==> src/rtl/ifetch_stage_if.sv <==
// ifetch_stage_if: instruction memory request/response bus.
// master = fetch stage, slave = instruction memory.
interface ifetch_stage_if;
   logic        imem_req;
   logic [31:0] imem_addr;
   logic        imem_ready;
   logic [31:0] imem_rdata;

   modport master (
      output imem_req,
      output imem_addr,
      input  imem_ready,
      input  imem_rdata
   );

   modport slave (
      input  imem_req,
      input  imem_addr,
      output imem_ready,
      output imem_rdata
   );
endinterface

==> src/rtl/ifetch_stage.sv <==
// ifetch_stage: fetch PC, imem handshake, one-entry hold buffer
// and the IF/ID register feeding decode.
module ifetch_stage #(
   parameter logic [31:0] RESET_PC = 32'h0000_0000
) (
   input  logic                  clk,
   input  logic                  reset,
   input  logic                  StallF,
   input  logic                  FlushD,
   input  logic                  BranchTakenE,
   input  logic [31:0]           BranchTargetE,
   ifetch_stage_if.master        imem,
   output logic [31:0]           PCF,
   output logic [31:0]           InstrD,
   output logic [31:0]           PCPlus8D,
   output logic                  ValidD
);

   typedef enum logic [1:0] {
      S_REQ,
      S_HOLD,
      S_DISCARD
   } state_t;

   state_t      state_q;
   state_t      state_nx;
   logic [31:0] redir_pc;
   logic [31:0] redir_nx;
   logic [31:0] pcf_nx;
   logic [31:0] buf_instr;
   logic [31:0] buf_pc8;
   logic        buf_valid;
   logic        buf_valid_nx;
   logic        buf_load;
   logic        take_mem;
   logic        take_buf;

   assign imem.imem_req  = (state_q != S_HOLD);
   assign imem.imem_addr = PCF;

   always_comb begin
      state_nx     = state_q;
      pcf_nx       = PCF;
      redir_nx     = redir_pc;
      buf_valid_nx = buf_valid;
      buf_load     = 1'b0;
      take_mem     = 1'b0;
      take_buf     = 1'b0;
      unique case (state_q)
         S_REQ: begin
            if (BranchTakenE) begin
               buf_valid_nx = 1'b0;
               if (imem.imem_ready) begin
                  pcf_nx = BranchTargetE;
               end else begin
                  redir_nx = BranchTargetE;
                  state_nx = S_DISCARD;
               end
            end else if (FlushD) begin
               // returning word is dropped; PCF held so it is refetched
               pcf_nx = PCF;
            end else if (imem.imem_ready) begin
               pcf_nx = PCF + 32'd4;
               if (StallF) begin
                  buf_load     = 1'b1;
                  buf_valid_nx = 1'b1;
                  state_nx     = S_HOLD;
               end else begin
                  take_mem = 1'b1;
               end
            end
         end
         S_HOLD: begin
            if (BranchTakenE) begin
               buf_valid_nx = 1'b0;
               pcf_nx       = BranchTargetE;
               state_nx     = S_REQ;
            end else if (FlushD) begin
               // buffered word is squashed with IF/ID: rewind to refetch it
               buf_valid_nx = 1'b0;
               pcf_nx       = buf_pc8 - 32'd8;
               state_nx     = S_REQ;
            end else if (!StallF) begin
               take_buf     = buf_valid;
               buf_valid_nx = 1'b0;
               state_nx     = S_REQ;
            end
         end
         S_DISCARD: begin
            if (imem.imem_ready) begin
               pcf_nx   = BranchTakenE ? BranchTargetE : redir_pc;
               state_nx = S_REQ;
            end else if (BranchTakenE) begin
               redir_nx = BranchTargetE;
            end
         end
         default: state_nx = S_REQ;
      endcase
   end

   always_ff @(posedge clk or posedge reset) begin
      if (reset) begin
         state_q   <= S_REQ;
         PCF       <= RESET_PC;
         redir_pc  <= 32'd0;
         buf_valid <= 1'b0;
         buf_instr <= 32'd0;
         buf_pc8   <= 32'd0;
         InstrD    <= 32'd0;
         PCPlus8D  <= 32'd0;
         ValidD    <= 1'b0;
      end else begin
         state_q   <= state_nx;
         PCF       <= pcf_nx;
         redir_pc  <= redir_nx;
         buf_valid <= buf_valid_nx;
         if (buf_load) begin
            buf_instr <= imem.imem_rdata;
            buf_pc8   <= PCF + 32'd8;
         end
         if (FlushD) begin
            InstrD <= 32'd0;
            ValidD <= 1'b0;
         end else if (take_mem) begin
            InstrD   <= imem.imem_rdata;
            PCPlus8D <= PCF + 32'd8;
            ValidD   <= 1'b1;
         end else if (take_buf) begin
            InstrD   <= buf_instr;
            PCPlus8D <= buf_pc8;
            ValidD   <= 1'b1;
         end else if (!StallF) begin
            ValidD <= 1'b0;
         end
      end
   end

endmodule

==> src/flat_wrapper.sv <==
// flat-port wrapper written by rule: the top's interface ports become plain ports
module ifetch_stage_flat 
#(
   parameter logic [31:0] RESET_PC = 32'h0000_0000
)
  (clk, reset, StallF, FlushD, BranchTakenE, BranchTargetE, PCF, InstrD, PCPlus8D, ValidD, imem_imem_req, imem_imem_addr, imem_imem_ready, imem_imem_rdata);
  ifetch_stage_if imem_i ();
  input  logic clk;
  input  logic reset;
  input  logic StallF;
  input  logic FlushD;
  input  logic BranchTakenE;
  input  logic [31:0] BranchTargetE;
  output logic [31:0] PCF;
  output logic [31:0] InstrD;
  output logic [31:0] PCPlus8D;
  output logic ValidD;
  output wire logic [$bits(imem_i.imem_req)-1:0] imem_imem_req;
  output wire logic [$bits(imem_i.imem_addr)-1:0] imem_imem_addr;
  input wire logic [$bits(imem_i.imem_ready)-1:0] imem_imem_ready;
  input wire logic [$bits(imem_i.imem_rdata)-1:0] imem_imem_rdata;
  assign imem_imem_req = imem_i.imem_req;
  assign imem_imem_addr = imem_i.imem_addr;
  assign imem_i.imem_ready = imem_imem_ready;
  assign imem_i.imem_rdata = imem_imem_rdata;
  ifetch_stage #(.RESET_PC(RESET_PC)) u_core (.clk(clk), .reset(reset), .StallF(StallF), .FlushD(FlushD), .BranchTakenE(BranchTakenE), .BranchTargetE(BranchTargetE), .imem(imem_i), .PCF(PCF), .InstrD(InstrD), .PCPlus8D(PCPlus8D), .ValidD(ValidD));
endmodule
==> config.mk <==
export PLATFORM = sky130hd
export DESIGN_NAME = ifetch_stage_flat
export DESIGN_NICKNAME = d
export VERILOG_FILES = /design/src/rtl/ifetch_stage_if.sv /design/src/rtl/ifetch_stage.sv /design/src/flat_wrapper.sv
export SDC_FILE = /design/constraint.sdc
export NUM_CORES = 1
export LEC_CHECK = 0
export BUFFER_PORTS_ARGS = -buffer_cell sky130_fd_sc_hd__buf_2
export CAP_MARGIN = 40
export CORE_ASPECT_RATIO = 1.75
export CORE_MARGIN = 5
export CORE_UTILIZATION = 30
export CTS_CLUSTER_SIZE = 10
export DETAILED_ROUTE_END_ITERATION = 10
export MAX_ROUTING_LAYER = met4
export PLACE_DENSITY = 0.48
export REMOVE_ABC_BUFFERS = 1
export SYNTH_ARGS = -nofsm -noshare
export SYNTH_HDL_FRONTEND = slang
export SYNTH_SLANG_ARGS = --single-unit
==> constraint.sdc <==
create_clock -name clk -period 14.7 [get_ports clk]
set_input_delay 0.735 -clock clk [delete_from_list [all_inputs] [get_ports clk]]
set_output_delay 0.735 -clock clk [all_outputs]
set_load 0.02 [all_outputs]
==> flow_summary.yaml, run 1 <==
status:
  outcome: "finished clean"
logic_synthesis:
  synth-main-ff-cell: "dfrtp_1"
  ys_warn_count: 0
  synth_common_cells: "dfrtp_1 (196), o21ai_0 (105), nor2_1 (79)"
  synth.top_cell.area_share_pct: 44.2
  syn_inst: 1153
  syn-cell-area_mm2: 0.0111
  yosysTopAreaCell: "dfrtp_1"
  synth_area_leaders: "dfrtp_1 (44%), mux2_2 (7.4%), o21ai_0 (4.7%)"
  ys_seq_area_share_pct: 44.2
  muxShareOfSynthArea_pct: 11.4
  synthAdderAreaFrac_pct: 0.790
  synthArstFlopShare_pct: 100
  yosysUniqueCellTypes: 72
  synth-xor-area-share_pct: 2.68
  synth_edf_count: 0
  synth-compound-area-share_pct: 18.0
  synthSimpleGateAreaFrac_pct: 16.7
  ys_ff_latch: 196
  synth_top_family_by_area: "compound AO/OA/AOI/OAI gates"
  synth.avg_cell_area_um2: 9.62
  yosysMostFrequentCell: "dfrtp_1"
power_and_ir_drop:
  net-switching-power_mw: 1.25
  pwr-share-comb_pct: 44.3
  switching_share_pct: 44.5
  p_clk_share_pct: 18.2
  seqPwrFrac_pct: 37.5
  power.density_mw_per_mm2: 216
  leakage_nw: 5.48
  p_int_mw: 1.56
  ir_worst_vdd_mv: 0.111
die:
  die_h_um: 264
  start_util_pct: 30.3
  fp.coreArea_mm2: 0.0367
  die_w_um: 155
  die-area_mm2: 0.0411
  io_pins: 200
  num_rows: 93
setup_path:
  required_ns: 15.05
  crit_start: "u_core.PCF[3]$_DFFE_PP0P_"
  reg2reg_to: "u_core.PCF[31]$_DFFE_PP0P_"
  r2r_start: "u_core.PCF[3]$_DFFE_PP0P_"
  critPathKind: "register to register"
  r2r_cells: 6
  crit_path_max_fanout: 13
  r2r_slack_ns: 11.68
  arrival_ns: 3.38
  cp-start-kind: "register"
  worstSetupEndpointType: "register"
clock_tree:
  clk_latency_ns: 0.45
  clk_pin_slew_ns: 0.07
  post_cts_buffers: 0
  numClockSinks: 196
  cts-root-buf: "clkbuf_16"
  tritoncts.num_buffers: 17
  h-tree-depth: 4
  hold_buffers: 0
  cts_buffer_depth: 2
  cts_tree: "yes"
  cts_resized: 0
final_layout:
  multi_input_area_mm2: 0.00554
  fin_nets: 1346
  regArea_mm2: 0.00490
  drive_above_1_share_pct: 27.5
  num-fill-cells: 3822
  syn_to_final_growth_pct: 17.2
global_route:
  grt_usage_pct: 19.8
  grt-ovfl-total: 0
  grt_pass1_vias: 9801
  grt_max_degree: 96
  antenna_found_initial: 7
  grt_pass1_wl_mm: 60.7
route:
  ant_nets: 0
  dr.pass1.iters: 5
  routed_wl_mm: 39.9
  viasPerCell: 5.51
  drc_errors: 0
  drt_iter0_drc: 688
  via_count: 9711
  wl_per_cell_um: 22.7
timing:
  rsz0062_at_grt: "no"
  maxSlewViolCount: 0
  worstMarginPinSlew_ns: 0.887
  setup_violations: 0
  holdWs_ns: 0.265
  fin_setup_tns_ns: 0
  clock_skew_ns: 0.0138
  finalCritPeriodShare_pct: 20.6
  fmax_ghz: 0.331
  timing.final.hold_violations: 0
  maxSlewHeadroom_pct: 40.9
  period_minus_slack_ns: 3.02
min_path:
  holdCritPathClass: "primary input to async pin"
flow_run:
  maxCapViolations: 0
placed_design:
  portBuffers: 199
  gp_congestion: 0.881
  hpwl_mm: 28.6
sequential cells by signal, indices dropped and copies added (netlist names):
signal            cells
u_core.PCPlus8D      32
u_core.redir_pc      32
u_core.PCF           32
u_core.buf_valid      1
u_core.state_q        2
u_core.buf_pc8       32
u_core.InstrD        32
u_core.buf_instr     32
u_core.ValidD         1
kinds of logic (layout without fill, tap and decap cells):
family,Yosys count,count (layout)
multiplexers,117,117
XOR/XNOR,34,34
AO/OA/AOI/OAI,309,309
adder cells (fa/ha/maj),7,7
AND/OR/NAND/NOR,347,347
flip-flops,196,196
other,0,6
buffers and inverters,143,271
metrics by stage:
step           cells  instance area (um2)  utilization [%]  setup slack, ns  power, mW
2_1_floorplan   1025                10500                -             5.20       1.80
3_3_place_gp    1718                12200             33.4            11.55       2.28
3_5_place_dp    1725                12400             33.7            11.47       2.32
4_1_cts         1756                13000             35.4            11.67       2.84
5_1_grt         1762                13000             35.5            11.50       3.00
6_report        1762                13000             35.5            11.68       2.81
metal layers:
metal / track usage, % / vias up / wire length (um)
met5: - / - / 0
met4: 9.45 / 0 / 1910
met3: 3.14 / 90 / 1930
met2: 35.1 / 344 / 21300
met1: 21.4 / 4790 / 14700
li1: - / 4487 / -
how the worst max path moves through the flow:
stage / end / cells after the start
after floorplan: u_core.buf_instr[0]$_DFFE_PP0P_ / 5
after global placement: u_core.PCF[27]$_DFFE_PP0P_ / 7
after detailed placement: u_core.PCF[27]$_DFFE_PP0P_ / 7
after CTS: u_core.PCPlus8D[8]$_DFFE_PP0P_ / 7
after global routing: u_core.PCPlus8D[9]$_DFFE_PP0P_ / 7
final: u_core.PCF[31]$_DFFE_PP0P_ / 6
final cells by class:
| class | count | area share (%) |
|---|---|---|
| inverters | 15 | 0.491 |
| diodes | 6 | 0.116 |
| repair buffers | 225 | 9.64 |
| well taps | 475 | 4.57 |
| clock buffers | 25 | 3.97 |
| flip-flops and latches | 196 | 37.7 |
| clock inverters | 6 | 0.895 |
| multi-input cells | 814 | 42.6 |
placed cells by master, fill, tap and decap left out, drive strengths merged, types with 23 or more instances in the layout:
cell    count
mux2i      44
xnor2      24
o21ai     106
nand3      28
a21oi      57
nor3       38
nand2      71
dfrtp     196
nor4       23
nor2       79
clkbuf     25
nand3b     33
buf       224
mux2       73
power by group through the flow:
stage / clock [mW] / combinational (mW) / sequential, mW
global route: 0.549 / 1.36 / 1.09
floorplan: 0 / 0.666 / 1.13
global placement: 0 / 1.22 / 1.05
finish: 0.511 / 1.25 / 1.05
CTS: 0.528 / 1.26 / 1.05
detailed placement: 0 / 1.25 / 1.06
worst max-delay path: stages, from the launching register on:
cell and delay (ns):
dfrtp_1 0.73, ha_1 0.43, nand3_1 0.34, nor4_1 0.74
nand4_1 0.27, mux2i_1 0.18, nor4_2 0.23
Note: power is estimated with default switching activity, not from simulation.
==> run 2: changes to the inputs <==
--- a/config.mk
+++ b/config.mk
@@ -13,7 +13,7 @@
 export CTS_CLUSTER_SIZE = 10
 export DETAILED_ROUTE_END_ITERATION = 10
 export MAX_ROUTING_LAYER = met4
-export PLACE_DENSITY = 0.48
+export PLACE_DENSITY = 0.5
 export REMOVE_ABC_BUFFERS = 1
 export SYNTH_ARGS = -nofsm -noshare
 export SYNTH_HDL_FRONTEND = slang
==> constraint.sdc (replaced) <==
create_clock -name clk -period 2.6 [get_ports clk]
set_input_delay 0.13 -clock clk [delete_from_list [all_inputs] [get_ports clk]]
set_output_delay 0.13 -clock clk [all_outputs]
set_load 0.02 [all_outputs]
==> run 2 against run 1 <==
Fmax increased by 22%. Sequential share of layout area decreased by 3.6 points. Design area increased by 10%. Critical endpoint is now u_core.PCF[25]$_DFFE_PP0P_. Critical path depth increased by 1. Clock power increased to 5.6 times the previous value. Via count increased by 8.1%. Largest power group unchanged. Power increased to 6.0 times the previous value. Sequential power increased to 5.2 times the previous value. First-iteration DRC count increased by 12%.
==> flow_summary.yaml, run 2 (synthesis results as in run 1) <==
route:
  via_count: 10500
  viasPerCell: 5.51
  ant_nets: 0
  wl_per_cell_um: 22.5
  drc_errors: 0
  dr.pass1.iters: 5
  routed_wl_mm: 42.8
  drt_iter0_drc: 771
die:
  start_util_pct: 30.3
  io_pins: 200
  die_h_um: 264
  fp.coreArea_mm2: 0.0367
  die-area_mm2: 0.0411
  die_w_um: 155
  num_rows: 93
global_route:
  grt_pass1_vias: 10600
  antenna_found_initial: 0
  grt_usage_pct: 21.0
  met2_usage_pct: 37.4
  grt_pass1_wl_mm: 64.1
  grt-ovfl-total: 0
  grt_max_degree: 68
  met3_usage_pct: 2.63
  busiest_layer: "met2"
  grt_use_met1_pct: 22.5
timing:
  holdWs_ns: 0.112
  fin_setup_tns_ns: 0
  finalCritPeriodShare_pct: 95.1
  rsz0062_at_grt: "no"
  timing.final.hold_violations: 0
  worstMarginPinSlew_ns: 0.613
  period_minus_slack_ns: 2.47
  fmax_ghz: 0.404
  maxSlewHeadroom_pct: 58.8
  maxSlewViolCount: 0
  setup_violations: 0
  clock_skew_ns: 0.00968
placed_design:
  gp_congestion: 0.933
  dp_cells: 1805
  hpwl_mm: 31.1
  portBuffers: 199
clock_tree:
  cts_tree: "yes"
  clk_pin_slew_ns: 0.08
  cts_buffer_depth: 2
  h-tree-depth: 4
  clk_latency_ns: 0.46
  numClockSinks: 196
  cts-root-buf: "clkbuf_16"
  tritoncts.num_buffers: 17
setup_path:
  r2r_slack_ns: 0.13
  worstSetupEndpointType: "register"
  path_cells: "inv_1, ha_4, or4b_4, or3_4, or4b_1, nand3_1, o221a_2"
  slowest_delay_ns: 0.51
  crit_start: "u_core.buf_pc8[3]$_DFFE_PP0P_"
  arrival_ns: 2.87
  required_ns: 3.00
  r2r_start: "u_core.buf_pc8[3]$_DFFE_PP0P_"
  cp-start-kind: "register"
  r2r_cells: 7
  critPathKind: "register to register"
  crit_slowest_cell: "or4b_1"
  crit_path_max_fanout: 7
min_path:
  holdCritPathClass: "primary input to register"
  whs_path_depth: 4
  hp-start: "imem_imem_ready"
power_and_ir_drop:
  power.density_mw_per_mm2: 1180
  power_mw: 17.0
  leakage_nw: 6.18
  ir_worst_vdd_mv: 0.661
final_layout:
  syn_to_final_growth_pct: 29.4
  fin_cells: 1904
  fin_util_pct: 39.2
  final_common_cell: "buf_2"
  diodes: 0
  drive_above_1_share_pct: 30.8
  fin_nets: 1493
  final_cell_mix: "buf_2 (199), dfrtp_1 (196), o21ai_0 (105)"
status:
  outcome: "finished clean"
flow_run:
  maxCapViolations: 0
## run 2: per-stage QoR
stage | setup WS, ns | area [um2]
2_1_floorplan | -6.90 | 10500
4_1_cts | 0.104 | 14300
3_3_place_gp | 0.133 | 13100
6_report | 0.127 | 14400
3_5_place_dp | 0.115 | 13100
5_1_grt | 0.0366 | 14400
## run 2: repair_timing
item | 4_1_cts | 5_1_grt
hold buffers | 65 | 0
endpoints found under the setup margin | 0 | 3
resized for setup | 0 | 6
hold endpoints to repair | 138 | 0
buffers inserted | 0 | 1
## run 2: power by group
group	internal (mW)	leakage (nW)	switching, mW
combinational	3.51	3.46	5.12
clock	1.55	0.297	1.31
sequential	4.36	2.42	1.10
total	9.42	6.18	7.53
## run 2: critical path: cells and delay by family, from the launching register on
family                   cells  cell delay (ns)
flip-flops                   1             0.38
AND/OR/NAND/NOR              4             1.58
AO/OA/AOI/OAI                1             0.17
adder cells (fa/ha/maj)      1             0.15
buffers and inverters        1             0.12
## run 2: routing by layer
layer  part of all wire [%]  up-vias
li1                       -     4767
met1                     38     5241
met2                     53      389
met3                    4.1      102
met4                    5.0        0
met5                      0        -
## run 2: cell type report
type	instances	area, um2
clock buffer	18	439
clock inverter	14	173
fill	3747	22300
inverter	15	63.8
multi-input combinational	815	5570
sequential	196	4900
tap	475	594
timing repair buffer	371	2610
## run 2: path summary, 6_finish.rpt
kind                                                         end
max in group asynchronous        u_core.PCPlus8D[18]$_DFFE_PP0P_
min in group asynchronous       u_core.buf_instr[12]$_DFFE_PP0P_
worst min-delay path               u_core.state_q[0]$_DFFE_PP0P_
worst max-delay path                  u_core.PCF[25]$_DFFE_PP0P_
worst max register to register        u_core.PCF[25]$_DFFE_PP0P_
worst min register to register    u_core.PCPlus8D[8]$_DFFE_PP0P_
==> run 3: changes to the inputs <==
--- a/config.mk
+++ b/config.mk
@@ -6,15 +6,13 @@
 export NUM_CORES = 1
 export LEC_CHECK = 0
 export BUFFER_PORTS_ARGS = -buffer_cell sky130_fd_sc_hd__buf_2
-export CAP_MARGIN = 40
 export CORE_ASPECT_RATIO = 1.75
 export CORE_MARGIN = 5
-export CORE_UTILIZATION = 30
+export CORE_UTILIZATION = 50
 export CTS_CLUSTER_SIZE = 10
 export DETAILED_ROUTE_END_ITERATION = 10
 export MAX_ROUTING_LAYER = met4
-export PLACE_DENSITY = 0.5
-export REMOVE_ABC_BUFFERS = 1
+export PLACE_DENSITY = 0.76
 export SYNTH_ARGS = -nofsm -noshare
 export SYNTH_HDL_FRONTEND = slang
 export SYNTH_SLANG_ARGS = --single-unit
==> run 3 against run 2 <==
Wire length shrank 18%. Critical path depth increased by 1. Design area is 4.1% lower. Largest power group unchanged. Flip-flop and latch count unchanged. Largest cell class unchanged. Clock power is 13% lower. Die area decreased by 38%. Via count fell by 2.2%. Clock skew fell by 0.0018 ns. Critical endpoint is now u_core.PCF[21]$_DFFE_PP0P_. Power down 5.3%.
==> flow_summary.yaml, run 3 (synthesis results as in run 1) <==
status:
  outcome: "finished clean"
timing:
  period_minus_slack_ns: 2.53
  worstMarginPinSlew_ns: 0.661
  fin_ws_ns: 0.0688
  maxSlewHeadroom_pct: 55.6
  fin_setup_tns_ns: 0
  maxSlewViolCount: 0
  holdWs_ns: 0.136
  finalCritPeriodShare_pct: 97.4
  clock_skew_ns: 0.00785
  setup_violations: 0
  timing.final.hold_violations: 0
  fmax_ghz: 0.395
clock_tree:
  clk_latency_ns: 0.45
  cts_buffer_depth: 2
  tritoncts.num_buffers: 17
  cts-root-buf: "clkbuf_16"
  numClockSinks: 196
  clk_pin_slew_ns: 0.07
  h-tree-depth: 4
  cts_tree: "yes"
global_route:
  grt_usage_pct: 28.5
  grt_pass1_wl_mm: 55.6
  grt_pass1_vias: 10300
  grt-ovfl-total: 0
  antenna_found_initial: 0
  grt_max_degree: 82
setup_path:
  critPathKind: "register to register"
  required_ns: 2.93
  slowest_delay_ns: 0.49
  crit_slowest_cell: "or4b_4"
  cp_top_family: "simple AND/OR/NAND/NOR gates"
  worst-path-buf-inv: 2
  worstSetupEndpointType: "register"
  path_cells: "inv_1, ha_1, or4b_4, or3_4, buf_4, o311a_1, nor3_1, a211oi_1"
  crit_path_max_fanout: 8
  cp-start-kind: "register"
  arrival_ns: 2.86
final_layout:
  syn_to_final_growth_pct: 24.0
  fin_nets: 1464
  fin_cells: 1693
  final_common_cell: "buf_2"
  multi_input_area_mm2: 0.00554
  drive_above_1_share_pct: 28.8
  num-fill-cells: 1867
  regArea_mm2: 0.00490
  final_cell_mix: "buf_2 (199), dfrtp_1 (196), o21ai_0 (105)"
  fin_area_mm2: 0.0138
  diodes: 0
die:
  die_w_um: 123
  io_pins: 200
  num_rows: 72
  fp.coreArea_mm2: 0.0220
  die-area_mm2: 0.0254
  die_h_um: 207
  start_util_pct: 50.5
route:
  viasPerCell: 6.07
  via_count: 10300
  drt_iter0_drc: 860
  wl_per_cell_um: 20.8
  dr.pass1.iters: 6
  routed_wl_mm: 35.1
  ant_nets: 0
  drc_errors: 0
min_path:
  holdCritPathClass: "primary input to register"
power_and_ir_drop:
  leakage_nw: 5.95
  ir_worst_vdd_mv: 0.747
  power.density_mw_per_mm2: 1170
placed_design:
  gp_congestion: 0.982
  dp_cells: 1597
  placed_area_mm2: 0.0125
  hpwl_mm: 25.7
  portBuffers: 199
  pre_cts_ws_ns: 0.0877
logic_synthesis:
  synth_nets: 1230
flow_run:
  maxCapViolations: 0
[run 3: per-stage QoR]
| step | power, mW | utilization [%] |
|---|---|---|
| after floorplan | 10.7 | - |
| after global placement | 13.2 | 57.1 |
| after detailed placement | 13.4 | 57.1 |
| after CTS | 16.0 | 62.5 |
| after global routing | 17.0 | 62.6 |
| final | 16.1 | 62.6 |
[run 3: routing by layer]
metal,share of wire [%],track usage [%]
met5,0,-
met4,5.0,14.7
met3,5.9,4.53
met2,50,46.3
met1,39,33.9
[run 3: worst min-delay path, cell delays in order]
cell and delay [ns]:
buf_2 0.15, nor2b_1 0.16, nand2_1 0.07, nand2_1 0.04
[run 3: path summary, 6_finish.rpt]
| check | start | endpoint | slack, ns | cells past startpoint |
|---|---|---|---|---|
| max | u_core.buf_pc8[4]$_DFFE_PP0P_ | u_core.PCF[21]$_DFFE_PP0P_ | 0.07 | 8 |
| min | StallF | u_core.ValidD$_DFFE_PP0P_ | 0.14 | 4 |
| max reg2reg | u_core.buf_pc8[4]$_DFFE_PP0P_ | u_core.PCF[21]$_DFFE_PP0P_ | 0.07 | 8 |
| min reg2reg | u_core.PCPlus8D[3]$_DFFE_PP0P_ | u_core.PCPlus8D[3]$_DFFE_PP0P_ | 0.47 | 2 |
| max in group asynchronous | reset | u_core.redir_pc[6]$_DFFE_PP0P_ | 1.46 | 4 |
| min in group asynchronous | reset | u_core.buf_pc8[30]$_DFFE_PP0P_ | 0.29 | 3 |
[run 3: final cells by class]
| class | count | area share (%) |
|---|---|---|
| flip-flops and latches | 196 | 35.6 |
| inverters | 15 | 0.437 |
| well taps | 296 | 2.69 |
| multi-input cells | 814 | 40.3 |
| repair buffers | 343 | 17.1 |
| clock buffers | 22 | 3.30 |
| clock inverters | 7 | 0.546 |
[run 3: power by group]
part	leakage [nW]	switching, mW	internal (mW)
logic	3.28	4.66	3.25
registers	2.42	1.29	4.36
clock network	0.249	1.16	1.33
[run 3: timing repair]
item                       in CTS  in global routing
gates resized for setup         0                  4
hold buffers                   65                  0
hold endpoints to repair      107                  0
setup buffers                   0                  2
setup endpoints to repair       0                 12
